<file path="src/rtl/wb_port_arbiter.sv">
// Register-file write-port arbiter: pipeline writeback always wins, multi-cycle
// results queue in a small FIFO and drain on idle port cycles.
module wb_port_arbiter #(
  parameter int DEPTH        = 4,
  parameter int STARVE_LIMIT = 8
) (
  input  logic                     clk,
  input  logic                     resetn,
  input  logic                     a_we,
  input  logic [4:0]               a_wa,
  input  logic [63:0]              a_wd,
  input  logic                     b_valid,
  output logic                     b_ready,
  input  logic [4:0]               b_wa,
  input  logic [63:0]              b_wd,
  output logic                     rf_we,
  output logic [4:0]               rf_wa,
  output logic [63:0]              rf_wd,
  output logic                     pipe_stall,
  output logic [$clog2(DEPTH):0]   fifo_count
);

  localparam int AW = $clog2(DEPTH);
  localparam int CW = AW + 1;

  logic [4:0]       wa_mem [DEPTH];
  logic [63:0]      wd_mem [DEPTH];
  logic [DEPTH-1:0] alive;
  logic [AW-1:0]    rd_ptr;
  logic [AW-1:0]    wr_ptr;
  logic [CW-1:0]    count;
  logic [7:0]       starve;
  logic             ready_en;

  logic a_req;
  logic empty;
  logic full;
  logic push;
  logic pop;

  assign a_req      = a_we && (a_wa != 5'd0);
  assign empty      = (count == '0);
  assign full       = (count == CW'(DEPTH));
  assign b_ready    = ready_en && !full;
  assign push       = b_valid && b_ready;
  assign pop        = !a_req && !empty;
  assign pipe_stall = (starve >= 8'(STARVE_LIMIT));
  assign fifo_count = count;

  // Outputs are forced to zero while reset is held, even if a_we is driven.
  always_comb begin
    rf_we = 1'b0;
    rf_wa = 5'd0;
    rf_wd = 64'd0;
    if (resetn) begin
      if (a_req) begin
        rf_we = 1'b1;
        rf_wa = a_wa;
        rf_wd = a_wd;
      end else if (!empty && alive[rd_ptr]) begin
        rf_we = 1'b1;
        rf_wa = wa_mem[rd_ptr];
        rf_wd = wd_mem[rd_ptr];
      end
    end
  end

  always_ff @(posedge clk) begin
    if (push) begin
      wa_mem[wr_ptr] <= b_wa;
      wd_mem[wr_ptr] <= b_wd;
    end
  end

  // A pipeline write is younger than anything queued, so it kills matching entries.
  always_ff @(posedge clk or negedge resetn) begin
    if (!resetn) begin
      alive <= '0;
    end else begin
      for (int i = 0; i < DEPTH; i++) begin
        if (a_req && (wa_mem[i] == a_wa)) alive[i] <= 1'b0;
      end
      if (pop) alive[rd_ptr] <= 1'b0;
      if (push) alive[wr_ptr] <= (b_wa != 5'd0) && !(a_req && (b_wa == a_wa));
    end
  end

  always_ff @(posedge clk or negedge resetn) begin
    if (!resetn) begin
      rd_ptr   <= '0;
      wr_ptr   <= '0;
      count    <= '0;
      ready_en <= 1'b0;
    end else begin
      ready_en <= 1'b1;
      if (push) wr_ptr <= wr_ptr + 1'b1;
      if (pop)  rd_ptr <= rd_ptr + 1'b1;
      unique case ({push, pop})
        2'b10:   count <= count + 1'b1;
        2'b01:   count <= count - 1'b1;
        default: count <= count;
      endcase
    end
  end

  always_ff @(posedge clk or negedge resetn) begin
    if (!resetn) begin
      starve <= 8'd0;
    end else if (empty || pop) begin
      starve <= 8'd0;
    end else if (starve != 8'hFF) begin
      starve <= starve + 8'd1;
    end
  end

endmodule

</file>
<file path="config.mk">
export PLATFORM = sky130hd
export DESIGN_NAME = wb_port_arbiter
export DESIGN_NICKNAME = d
export VERILOG_FILES = /design/src/rtl/wb_port_arbiter.sv
export SDC_FILE = /design/constraint.sdc
export NUM_CORES = 1
export LEC_CHECK = 0
export ABC_AREA = 1
export CAP_MARGIN = 20
export CORE_AREA = 3 3 167 169
export CTS_CLUSTER_DIAMETER = 200
export CTS_CLUSTER_SIZE = 10
export DETAILED_ROUTE_END_ITERATION = 6
export DIE_AREA = 0 0 170 172
export PLACE_DENSITY = 0.86
export RECOVER_POWER = 50
export SLEW_MARGIN = 20
export SYNTH_ARGS = -nofsm -noshare
export SYNTH_HDL_FRONTEND = slang
export SYNTH_SLANG_ARGS = --single-unit
</file>
<file path="constraint.sdc">
create_clock -name clk -period 3.4 [get_ports clk]
set_input_delay 1.02 -clock clk [delete_from_list [all_inputs] [get_ports clk]]
set_output_delay 1.02 -clock clk [all_outputs]
set_load 0.01 [all_outputs]
</file>
After elaboration in Yosys (flattened, before gate mapping)
Memory sizes are Yosys's and may differ from the RTL's.
Index checks and enable logic that the tools add are counted.
- logic and storage cells: 79
- flip-flop bits (word level): 20
- output and inout bits: 75
- input port bits: 142
- bits in latches: 0
- memory bits (writable): 276
- ROM bits: 0
- memories: 2
- memory list (name ; depth ; bits a word ; read ports ; clocked after memory_dff ; wr ports ; RTL line ; text):
    wd_mem ; 4 ; 64 ; 1 ; 0 ; 1 ; 27 ; logic [63:0] wd_mem [DEPTH];
    wa_mem ; 4 ; 5 ; 5 ; 0 ; 1 ; 26 ; logic [4:0] wa_mem [DEPTH];
- reduce and logical (&&, ||, !) cells: 23
- eq/ne operators: 9
- multiplexer cells: 27
- bitwise gates (word level): 2
- shifts and indexed selects: 0
- magnitude comparators: 5
- divide/modulo/power cells: 0
- add/subtract/negate cells: 5
- multipliers: 0
- operator list (operator ; number):
    $mux 64 ; 3
    $eq 5x5->1 ; 5
    $mux 8 ; 2
    $mux 5 ; 3
    $logic_and 1x1->1 ; 13
    $mux 1 ; 12
    $reduce_bool 5->1 ; 2
    $add 8x1->8 const B ; 1
    $ge 8x4->1 const B ; 1
    $mux 4 ; 2
    $ne 8x8->1 const B ; 1
    $lt 2x3->1 const B ; 2
    $pmux 3 s2 ; 1
    $add 2x1->2 const B ; 2
    $and 4x4->4 ; 1
    $bwmux 4 ; 1
    $demux 1 s2 ; 2
    $ge 2x1->1 const B ; 2
    $logic_not 1->1 ; 4
    $not 4->4 ; 1
    $reduce_bool 2->1 ; 2
    $add 3x1->3 const B ; 1
    $eq 3x3->1 const B ; 1
    $logic_not 3->1 ; 1
    5 further kinds ; 5

Depth between registers and ports, before layout
Gate-level depths: netlist of run 1.
- depth in word-level cells: 9
- mapped depth: 11
- gate-level depth less buffers: 10

Worst setup path before layout of run 1
Ideal clock, no wire load.
- path kind: input port to output port
- start: in a_wa[2]
- end: out rf_wd[21]
- buffers on the path: 3
- data arrival time: 2102 ps
- slack: 278 ps
- stages on the path: 8
- required time: 2380 ps
- cells stage by stage: buf_2 -> nor2_2 -> nand3_2 -> a21oi_4 -> buf_6 -> buf_8 -> nand3_2 -> a21oi_1
- cells in the longest elaborated chain, start to end: 4
- RTL lines (what ; RTL line ; text):
    start, declared ; 10 ; input logic [4:0] a_wa,
    $reduce_bool 5->1 ; 41 ; assign a_req = a_we && (a_wa != 5'd0);
    $logic_and 1x1->1 ; 41 ;
    $mux 64 ; 56 ; if (a_req) begin
    $mux 64 ; 55 ; if (resetn) begin
    end, declared ; 18 ; output logic [63:0] rf_wd,
No other way between the ends.

Final worst setup path of run 1
- start: in a_wa[1]
- end: out rf_wd[50]
Same word-level chain as after synthesis.

==> results.py, run 1 <==
metrics = {
    "pwr": {
        "power.switching_fraction": 0.355,
        "power_spent_charging_and_discharging_nets_mw": 4.56,
        "vdd_drop_max_mv": 0.579,
        "power_frac_comb": 0.389,
        "power.density_cell_area_nw_per_um2": 745,
        "static-leakage-power_nw": 6.50,
        "p_clk_frac": 0.251,
        "proportion_of_power_drawn_by_flip_flops_and_latches": 0.359,
        "total_power_of_the_final_layout_mw": 12.8,
        "power_report.internal_total_mw": 8.28,
    },
    "floorplanning": {
        "horizontal_extent_of_the_die_um": 170,
        "die_h_um": 172,
        "fp.coreArea_um2": 26700,
        "die_area_um2": 29200,
        "boundaryPins": 217,
        "rows": 60,
        "initial_core_util": 0.496,
    },
    "synthesis": {
        "netlist_area_um2": 13200,
        "ys.warnings.count": 0,
        "yosysSeqAreaShare": 0.663,
        "synthesis.nets": 1407,
        "post_synth_num_cell_types": 30,
        "yosys_register_bits": 296,
        "postSynthCellCount": 1253,
        "syn_avg_cell_area_um2": 10.6,
    },
    "place": {
        "hpwlAfterDp_um": 20300,
        "pre_cts_slack_ns": -0.744,
        "place.gp.congestion": 0.855,
        "port-buffer-count": 216,
    },
    "clocking": {
        "total_cts_buffers": 35,
        "cts_max_level": 2,
        "clk-insertion-delay-late_ns": 0.50,
        "clk_root_buf": "clkbuf_16",
        "cts_sinks": 296,
        "maximum_count_of_clock_buffers_along_a_single_path": 3,
        "cts.hold.buffers_added": 0,
        "cts_tree": "yes",
        "cts.reportedPaths.clkPinSlew_ns": 0.05,
    },
    "route": {
        "finalWirelength_um": 35100,
        "num_vias": 10218,
        "drc_violations": 0,
        "drt-vias-per-instance": 5.51,
        "drt_pre_antenna_iters": 5,
        "drtIter0Drc": 878,
        "antenna_violating_nets_post_route": 0,
        "avgRoutedWirePerCell_um": 18.9,
    },
    "setup_path": {
        "start_kind": "primary input",
        "critPathCaptureType": "primary output",
        "cp_data_required_time_ns": 2.38,
        "slowest_stage": "bufbuf_16",
        "cpPeakStageDelay_ns": 0.28,
        "maximum_net_fanout_on_the_critical_path": 8,
        "criticalPathCategory": "primary input to primary output",
        "timing.critical_path.cells": "buf_6 > nor2_4 > nand3_4 > a21oi_4 > buf_6 > bufbuf_16 > nand3_1 > a21oi_1 > buf_2",
        "worst_path_most_repeated_cell": "buf_6",
        "timing.critical_path.arrival_ns": 2.32,
    },
    "timing": {
        "timing.final.hold_violations": 0,
        "final_tns_setup_ns": 0,
        "worst_pin_slew_ns": 1.09,
        "worst_clock_skew_ns": 0.0167,
        "maxClockFrequency_mhz": 299,
        "relSlewSlack": 0.272,
        "setup_slack_ns": 0.0602,
        "timing.final.crit_share": 0.982,
        "layout_min_cycle_time_ns": 3.34,
        "slew_limit_fails": 0,
        "finalSetupViolCount": 0,
    },
    "global_route": {
        "grt_util_all_layers": 0.230,
        "antenna_found_initial": 6,
        "grt_max_degree": 85,
        "overflow": 0,
        "global_route_wire_length_before_repair_um": 52800,
        "grt_pass1_vias": 9965,
    },
    "job": {
        "total_of_max_cap_violations": 0,
    },
    "status": {
        "outcome": "finished clean",
    },
    "worst_hold_path": {
        "worst_min_delay_path_class": "register to register",
    },
    "cells_and_area": {
        "area.growth.synth_to_final_pct": 30.1,
        "layout-drive-gt1-share": 0.153,
        "fill_cells": 1901,
        "finalNetCount": 1653,
    },
}
-- worst paths after layout --
check                                endpoint  slack (ns)           from  depth (start not counted)
worst max-delay path                rf_wd[50]        0.06        a_wa[1]                          9
worst min-delay path            fifo_count[0]        0.53  fifo_count[0]                          1
worst max register to register  wd_mem[1][53]        0.90  fifo_count[1]                          5
worst min register to register  fifo_count[0]        0.53  fifo_count[0]                          1
max in group asynchronous           rd_ptr[0]        1.23         resetn                          3
min in group asynchronous       fifo_count[1]        1.38         resetn                          3
-- stage by stage --
stage	instances	hold WS, ns	instance area [um^2]	utilization
2_1_floorplan	1253	0.541	13200	-
3_5_place_dp	1773	0.528	16000	0.598
3_3_place_gp	1773	0.529	16000	0.598
6_report	1854	0.532	17200	0.645
5_1_grt	1854	0.579	17200	0.645
4_1_cts	1844	0.535	17100	0.641
-- area by class of cell --
cell class | instances | area (um^2) | share of cell area
Inverter | 31 | 134 | 0.00777
Tap cell | 341 | 427 | 0.0247
Antenna cell | 2 | 5.00 | 0.000290
Multi-Input combinational cell | 846 | 4060 | 0.235
Sequential cell | 296 | 8790 | 0.510
Timing Repair Buffer | 289 | 2860 | 0.166
Clock inverter | 2 | 38.8 | 0.00225
Clock buffer | 47 | 921 | 0.0534
-- power groups by stage --
stage	registers (mW)	clock network, mW	logic, mW
2_1_floorplan	4.63	0	2.89
3_3_place_gp	4.65	0	4.30
3_5_place_dp	4.67	0	4.43
4_1_cts	4.60	3.28	4.80
5_1_grt	4.65	3.42	5.46
6_report	4.62	3.23	5.00
-- critical path, delay by kind of cell --
kind	cells	cell delay, ns
simple gates	3	0.27
buf+inv	4	0.71
compound gates	2	0.30
-- placed cells by master, fill, tap and decap left out, types with 2 or more instances in the layout --
| cell | instances |
|---|---|
| dfrtp_1 | 18 |
| nor2_4 | 2 |
| buf_16 | 6 |
| clkbuf_2 | 16 |
| clkinv_2 | 2 |
| nand3_1 | 66 |
| nand3_4 | 2 |
| inv_2 | 2 |
| xnor2_1 | 11 |
| buf_12 | 21 |
| clkbuf_1 | 15 |
| clkdlybuf4s15_2 | 3 |
| diode_2 | 2 |
| a21oi_2 | 14 |
| nand3_2 | 20 |
| nand2_1 | 189 |
| clkinvlp_2 | 2 |
| dlygate4sd2_1 | 2 |
| inv_1 | 22 |
| o211ai_1 | 4 |
| buf_4 | 35 |
| nor2_1 | 294 |
| bufbuf_16 | 3 |
| nand4_1 | 4 |
| edfxtp_1 | 276 |
| buf_6 | 6 |
| clkbuf_16 | 36 |
| buf_2 | 50 |
| inv_4 | 2 |
| dlygate4sd3_1 | 70 |
| clkdlybuf4s50_1 | 71 |
| nor3_1 | 3 |
| a21oi_1 | 59 |
| o21ai_1 | 38 |
| ha_1 | 11 |
| o21ai_0 | 106 |
| xor2_1 | 17 |
-- synthesized netlist by cell type --
master / number / area, um^2
a21oi_1: 73 / 365
a21oi_4: 1 / 16.3
and2_1: 1 / 6.26
buf_1: 1 / 3.75
buf_2: 37 / 185
buf_4: 6 / 45.0
buf_6: 6 / 67.6
buf_8: 1 / 15.0
clkbuf_1: 28 / 105
clkbuf_2: 1 / 5.00
conb_1: 1 / 3.75
dfrtp_1: 20 / 500
edfxtp_1: 276 / 8290
fa_1: 1 / 20.0
ha_1: 11 / 138
inv_1: 26 / 97.6
inv_2: 5 / 18.8
nand2_1: 189 / 709
nand2_2: 1 / 6.26
nand3_1: 77 / 385
nand3_2: 11 / 110
nand4_1: 4 / 25.0
nor2_1: 294 / 1100
nor2_2: 2 / 12.5
nor3_1: 3 / 15.0
o211ai_1: 4 / 30.0
o21ai_0: 105 / 526
o21ai_1: 40 / 200
xnor2_1: 11 / 96.3
xor2_1: 17 / 149
-- logic make-up (layout without fill, tap and decap cells) --
group | after synthesis | after routing | synth area share
XOR/XNOR | 28 | 28 | 0.0185
other | 1 | 3 | 0.000283
AND/OR/NAND/NOR | 582 | 582 | 0.179
AO/OA/AOI/OAI | 223 | 223 | 0.0858
buffers and inverters | 111 | 369 | 0.0410
flip-flops | 296 | 296 | 0.663
adder cells (fa/ha/maj) | 12 | 12 | 0.0119
-- sequential cells by signal (all words and copies together), names as in the netlist --
signal      count
ready_en        1
wd_mem        256
starve          8
alive           4
wa_mem         20
wr_ptr          2
fifo_count      3
rd_ptr          2
-- per-layer routing --
metal  GRT usage  vias to the layer above  wire length [um]
li1            -                     4798                 -
met1       0.288                     4899             13600
met2       0.404                      427             18000
met3      0.0423                       86              2520
met4      0.0861                        8               939
met5           0                        -                49
-- repair_timing --
action / CTS / global route
pin swaps: 10 / 12
buffers inserted: 15 / 7
gates resized for setup: 271 / 49
gates cloned: 7 / 1
setup endpoints to repair: 70 / 62
No activity file was read; power rests on OpenSTA's default activity.
==> run 2: changes to the inputs <==
- PLACE_DENSITY: 0.86 -> 0.85
==> run 2 against run 1 <==
Net effect: clock skew is 0.0068 ns lower; global-route usage is 0.78 points lower; via count shrank 0.83%; final area is essentially flat; critical path type unchanged; largest power group unchanged; highest routed layer unchanged.
==> results.py, run 2 (synthesis gave the netlist of run 1 again) <==
metrics = {
    "cells_and_area": {
        "layout-drive-gt1-share": 0.148,
        "layout_commonest_cell": "nor2_1",
        "finalNetCount": 1649,
        "final_util": 0.645,
        "largest_registers": "wd_mem: 256 flops, wa_mem: 20 flops, starve: 8 flops",
        "fill_cells": 1926,
        "area.sequential_um2": 8790,
        "final-instance-count-excl-fill": 1858,
        "largest_register_ffs": 256,
        "max_flop_register": "wd_mem",
        "area_of_the_multi_input_gates_um2": 4040,
        "area.growth.synth_to_final_pct": 30.0,
        "layout_common_cells": "294 x nor2_1, 276 x edfxtp_1, 188 x nand2_1, 105 x o21ai_0",
    },
    "job": {
        "total_of_max_cap_violations": 0,
    },
    "global_route": {
        "antenna_found_initial": 11,
        "global_route_wire_length_before_repair_um": 51000,
        "grt_util_all_layers": 0.223,
        "overflow": 0,
        "grt_max_degree": 77,
        "grt_pass1_vias": 9724,
    },
    "pwr": {
        "power_frac_comb": 0.378,
        "power.switching_fraction": 0.351,
        "proportion_of_power_drawn_by_flip_flops_and_latches": 0.359,
        "power_report.internal_total_mw": 8.31,
        "power_spent_charging_and_discharging_nets_mw": 4.49,
        "vdd_drop_max_mv": 0.458,
        "total_power_of_the_final_layout_mw": 12.8,
        "power.density_cell_area_nw_per_um2": 743,
        "static-leakage-power_nw": 6.49,
        "p_clk_frac": 0.263,
    },
    "place": {
        "port-buffer-count": 216,
        "place.gp.congestion": 0.861,
        "hpwlAfterDp_um": 19500,
        "placed_cells_incl_taps": 1776,
    },
    "setup_path": {
        "criticalPathCategory": "primary input to primary output",
        "cp_data_required_time_ns": 2.38,
        "timing.critical_path.cells": "buf_6 > nor2_4 > nand3_2 > a21oi_4 > buf_12 > buf_4 > buf_8 > nand3_1 > a21oi_2 > buf_2",
        "cpPeakStageDelay_ns": 0.18,
        "maximum_net_fanout_on_the_critical_path": 7,
        "worstPathBufferInverterCount": 5,
        "slowest_stage": "a21oi_4",
        "critPathCaptureType": "primary output",
        "start_kind": "primary input",
        "critical-path-top-delay-family": "buffers and inverters",
        "timing.critical_path.arrival_ns": 2.34,
    },
    "floorplanning": {
        "die_h_um": 172,
        "fp.coreArea_um2": 26700,
        "rows": 60,
        "initial_core_util": 0.496,
        "boundaryPins": 217,
        "horizontal_extent_of_the_die_um": 170,
        "die_area_um2": 29200,
    },
    "route": {
        "avgRoutedWirePerCell_um": 18.3,
        "num_vias": 10133,
        "drt_pre_antenna_iters": 5,
        "drc_violations": 0,
        "finalWirelength_um": 34000,
        "drt-vias-per-instance": 5.45,
        "antenna_violating_nets_post_route": 0,
        "drtIter0Drc": 995,
    },
    "timing": {
        "layout_min_cycle_time_ns": 3.36,
        "maxClockFrequency_mhz": 298,
        "timing.final.hold_violations": 0,
        "relSlewSlack": 0.278,
        "worst_clock_skew_ns": 0.00992,
        "slew_limit_fails": 0,
        "worst_pin_slew_ns": 1.08,
        "timing.final.crit_share": 0.988,
        "finalSetupViolCount": 0,
    },
    "clocking": {
        "cts_tree": "yes",
        "clk_root_buf": "clkbuf_16",
        "cts_max_level": 2,
        "cts_sinks": 296,
        "cts.reportedPaths.clkPinSlew_ns": 0.05,
        "clk-insertion-delay-late_ns": 0.50,
        "maximum_count_of_clock_buffers_along_a_single_path": 3,
        "total_cts_buffers": 35,
        "cts.hold.buffers_added": 0,
    },
    "worst_hold_path": {
        "worst_min_delay_path_class": "register to register",
    },
    "status": {
        "outcome": "finished clean",
    },
}
run 2: changes by cell type in the layout (fill, tap and decap cells not counted), moves of 3 or more:
cell / before / now
buf_16: 6 / 3
buf_2: 50 / 39
buf_8: 0 / 4
clkbuf_2: 16 / 21
clkdlybuf4s15_1: 0 / 5
diode_2: 2 / 8
nand3_1: 66 / 69
run 2: worst paths after layout:
kind                                     from             to  slack, ns  cells after the start
worst min register to register  fifo_count[0]  fifo_count[0]       0.52                      1
worst max-delay path                  a_wa[1]       rf_wa[3]       0.04                     10
worst max register to register  fifo_count[2]  fifo_count[2]       1.08                     12
worst min-delay path            fifo_count[0]  fifo_count[0]       0.52                      1
min in group asynchronous              resetn      starve[3]       1.34                      3
max in group asynchronous              resetn      rd_ptr[0]       1.29                      3
run 2: what timing repair did:
item | CTS | global route
gates resized for setup | 257 | 49
endpoints found under the setup margin | 70 | 52
buffers inserted | 17 | 1
pin swaps | 11 | 7
cloned | 5 | 1
run 2: power groups by stage:
stage / Combinational [mW] / Clock, mW / Sequential, mW
floorplan: 2.89 / 0 / 4.63
global placement: 4.37 / 0 / 4.63
detailed placement: 4.52 / 0 / 4.65
CTS: 4.81 / 3.41 / 4.59
global route: 5.30 / 3.55 / 4.62
finish: 4.84 / 3.36 / 4.59
run 2: area by class of cell:
cell class              count  share of cell area
clock inverters             2             0.00291
flip-flops and latches    296               0.510
repair buffers            285               0.163
clock buffers              49              0.0564
inverters                  31             0.00734
multi-input cells         846               0.234
well taps                 341              0.0248
diodes                      8             0.00116
run 2: stage by stage:
step | cell area, um^2 | hold slack [ns] | setup WS [ns] | TNS [ns]
2_1_floorplan | 13200 | 0.541 | 0.278 | 0
3_3_place_gp | 16000 | 0.514 | -0.716 | -42.76
3_5_place_dp | 16000 | 0.521 | -0.737 | -44.87
4_1_cts | 17200 | 0.528 | -0.0384 | -0.204
5_1_grt | 17200 | 0.551 | -0.00893 | -0.0124
6_report | 17200 | 0.521 | 0.0415 | 0
run 2: worst register-to-register path, stage by stage, from the launching register on:
cell and delay (ns):
dfrtp_1 0.41, nor3_1 0.08, buf_4 0.15, a21oi_4 0.16
buf_12 0.18, buf_8 0.15, buf_4 0.11, ha_1 0.12
inv_1 0.07, fa_1 0.39, a21oi_1 0.14, o21ai_0 0.11
xnor2_1 0.13
run 2: metal layers:
metal,global-route usage,part of all wire
met5,0,0.00062
met4,0.0804,0.025
met3,0.0377,0.074
met2,0.388,0.51
met1,0.283,0.39
==> run 3: changes to the inputs <==
--- a/config.mk
+++ b/config.mk
@@ -15,4 +15,5 @@
 export PLACE_DENSITY = 0.85
 export RECOVER_POWER = 50
+export REMOVE_ABC_BUFFERS = 1
 export SLEW_MARGIN = 20
 export SYNTH_ARGS = -nofsm -noshare
==> constraint.sdc (replaced) <==
create_clock -name clk -period 3.4 [get_ports clk]
set_input_delay 0.68 -clock clk [delete_from_list [all_inputs] [get_ports clk]]
set_output_delay 0.68 -clock clk [all_outputs]
set_load 0.01 [all_outputs]
==> run 3 against run 2 <==
Net effect: clock power shrank 3%; total power shrank 1.6%; clock skew hardly changed; combinational power is 2% lower; die area stayed put; wire length is 0.57% lower; critical endpoint is now rf_wd[52]; flip-flop and latch count did not move; global-route usage decreased by 0.54 points; utilization is 0.28 points lower.
==> results.py, run 3 (synthesis gave the netlist of run 1 again) <==
metrics = {
    "route": {
        "drt-met1-wl_um": 13800,
        "drt-vias-per-instance": 5.44,
        "antenna_violating_nets_post_route": 0,
        "num_vias": 9960,
        "drt_pre_antenna_iters": 5,
        "top_signal_layer_used": "met5",
        "routed-wl-met2_um": 16700,
        "drtIter0Drc": 751,
        "avgRoutedWirePerCell_um": 18.5,
        "drc_violations": 0,
        "met3WireLength_um": 2530,
        "finalWirelength_um": 33800,
    },
    "global_route": {
        "overflow": 0,
        "global_route_wire_length_before_repair_um": 49900,
        "antenna_found_initial": 8,
        "grt_pass1_vias": 9490,
        "grt_max_degree": 69,
        "grt_util_all_layers": 0.217,
    },
    "clocking": {
        "cts.reportedPaths.clkPinSlew_ns": 0.05,
        "maximum_count_of_clock_buffers_along_a_single_path": 3,
        "cts.hold.buffers_added": 0,
        "clk-insertion-delay-late_ns": 0.50,
        "clk_root_buf": "clkbuf_16",
        "cts_max_level": 2,
        "cts_tree": "yes",
        "total_cts_buffers": 35,
        "cts_sinks": 296,
    },
    "cells_and_area": {
        "layout_commonest_cell": "nor2_1",
        "largest_register_ffs": 256,
        "final-instance-count-excl-fill": 1830,
        "layout-drive-gt1-share": 0.0754,
        "largest_registers": "wd_mem: 256 flops, wa_mem: 20 flops, starve: 8 flops",
        "max_flop_register": "wd_mem",
        "area.growth.synth_to_final_pct": 29.5,
        "finalNetCount": 1628,
        "layout_common_cells": "294 x nor2_1, 276 x edfxtp_1, 189 x nand2_1, 105 x o21ai_0, 92 x clkdlybuf4s50_1",
    },
    "setup_path": {
        "cpPeakStageDelay_ns": 0.55,
        "criticalPathCategory": "primary input to primary output",
        "worst_path_most_repeated_cell": "clkdlybuf4s50_1",
        "timing.critical_path.cells": "clkdlybuf4s50_1 > nor2_4 > nand3_2 > a21oi_4 > buf_12 > nand3_1 > a21oi_1 > clkdlybuf4s50_1",
        "start_kind": "primary input",
        "critPathCaptureType": "primary output",
        "timing.critical_path.arrival_ns": 2.67,
        "cp_data_required_time_ns": 2.72,
        "slowest_stage": "clkdlybuf4s50_1",
        "maximum_net_fanout_on_the_critical_path": 27,
    },
    "job": {
        "total_of_max_cap_violations": 0,
    },
    "status": {
        "outcome": "finished clean",
    },
    "timing": {
        "worst_pin_slew_ns": 0.617,
        "finalSetupViolCount": 0,
        "maxClockFrequency_mhz": 299,
        "setup_slack_ns": 0.0503,
        "timing.final.hold_violations": 0,
        "final_tns_setup_ns": 0,
        "fin_hold_ws_ns": 0.552,
        "rsz0062_at_grt": "true",
        "relSlewSlack": 0.589,
        "slew_limit_fails": 0,
        "layout_min_cycle_time_ns": 3.35,
        "worst_clock_skew_ns": 0.00999,
        "timing.final.crit_share": 0.985,
    },
    "pwr": {
        "power_frac_comb": 0.376,
        "p_clk_frac": 0.258,
        "power.switching_fraction": 0.354,
        "power_spent_charging_and_discharging_nets_mw": 4.46,
        "total_power_of_the_final_layout_mw": 12.6,
        "proportion_of_power_drawn_by_flip_flops_and_latches": 0.366,
        "power_report.internal_total_mw": 8.13,
        "power.density_cell_area_nw_per_um2": 734,
        "static-leakage-power_nw": 6.90,
        "vdd_drop_max_mv": 0.486,
    },
    "place": {
        "place.gp.congestion": 0.844,
        "placed_cells_incl_taps": 1763,
        "pre_cts_slack_ns": -0.0351,
        "port-buffer-count": 216,
        "hpwlAfterDp_um": 19000,
    },
    "floorplanning": {
        "initial_core_util": 0.496,
        "die_area_um2": 29200,
        "die_h_um": 172,
        "fp.coreArea_um2": 26700,
        "rows": 60,
        "horizontal_extent_of_the_die_um": 170,
        "boundaryPins": 217,
    },
    "worst_hold_path": {
        "worst_min_delay_path_class": "register to register",
    },
}
-- run 3: cell types whose count changed in the layout (fill, tap and decap cells not counted), sizes merged, moves of 2 or more --
cell	change
clkinv	+3
clkbuf	-24
diode	-5
buf	-61
clkinvlp	-2
dlygate4sd2	+8
bufbuf	-2
clkdlybuf4s15	-8
clkdlybuf4s50	+22
dlymetal6s2s	+41
-- run 3: power by group through the flow --
stage	logic [mW]	registers (mW)	clock network [mW]
global route	5.26	4.64	3.44
detailed placement	4.36	4.67	0
global placement	4.24	4.65	0
CTS	4.56	4.61	3.30
floorplan	2.36	4.87	0
finish	4.73	4.61	3.25
-- run 3: path summary, 6_finish.rpt --
| check | from | endpoint | slack, ns | cells after the start |
|---|---|---|---|---|
| max | a_wa[2] | rf_wd[52] | 0.05 | 8 |
| min | fifo_count[0] | fifo_count[0] | 0.55 | 1 |
| max reg2reg | fifo_count[0] | fifo_count[2] | 1.08 | 11 |
| min reg2reg | fifo_count[0] | fifo_count[0] | 0.55 | 1 |
| max in group asynchronous | resetn | rd_ptr[1] | 2.47 | 2 |
| min in group asynchronous | resetn | starve[0] | 0.68 | 2 |
-- run 3: layout make-up --
cell class	count	area, um^2
antenna	3	7.51
clock buffer	47	921
clock inverter	2	38.8
fill	1962	9570
inverter	31	136
multi-input combinational	847	3950
sequential	296	8800
tap	341	427
timing repair buffer	263	2880
-- run 3: worst max-delay path, delay by kind of cell --
family / cells / cell delay [ns]
buffers and inverters: 3 / 1.23
AOI/OAI and AO/OA: 2 / 0.38
and+or+nand+nor: 3 / 0.37
-- run 3: timing repair --
item / 4_1_cts / 5_1_grt
buffers inserted: 3 / 6
pin swaps: 2 / 0
setup endpoints to repair: 69 / 58
cloned: 2 / 4
resized for setup: 16 / 50
hold endpoints to repair: 0 / 0
-- run 3: per-stage QoR --
stage,instance area (um^2),util
final,17200,0.642
after global routing,17100,0.642
after CTS,16900,0.631
after detailed placement,15800,0.593
after global placement,15800,0.593
after floorplan,12800,-
-- run 3: layer usage --
metal  track usage  up-vias
met5             0        -
met4        0.0631       10
met3        0.0444       72
met2         0.372      411
met1         0.284     4724
li1              -     4743
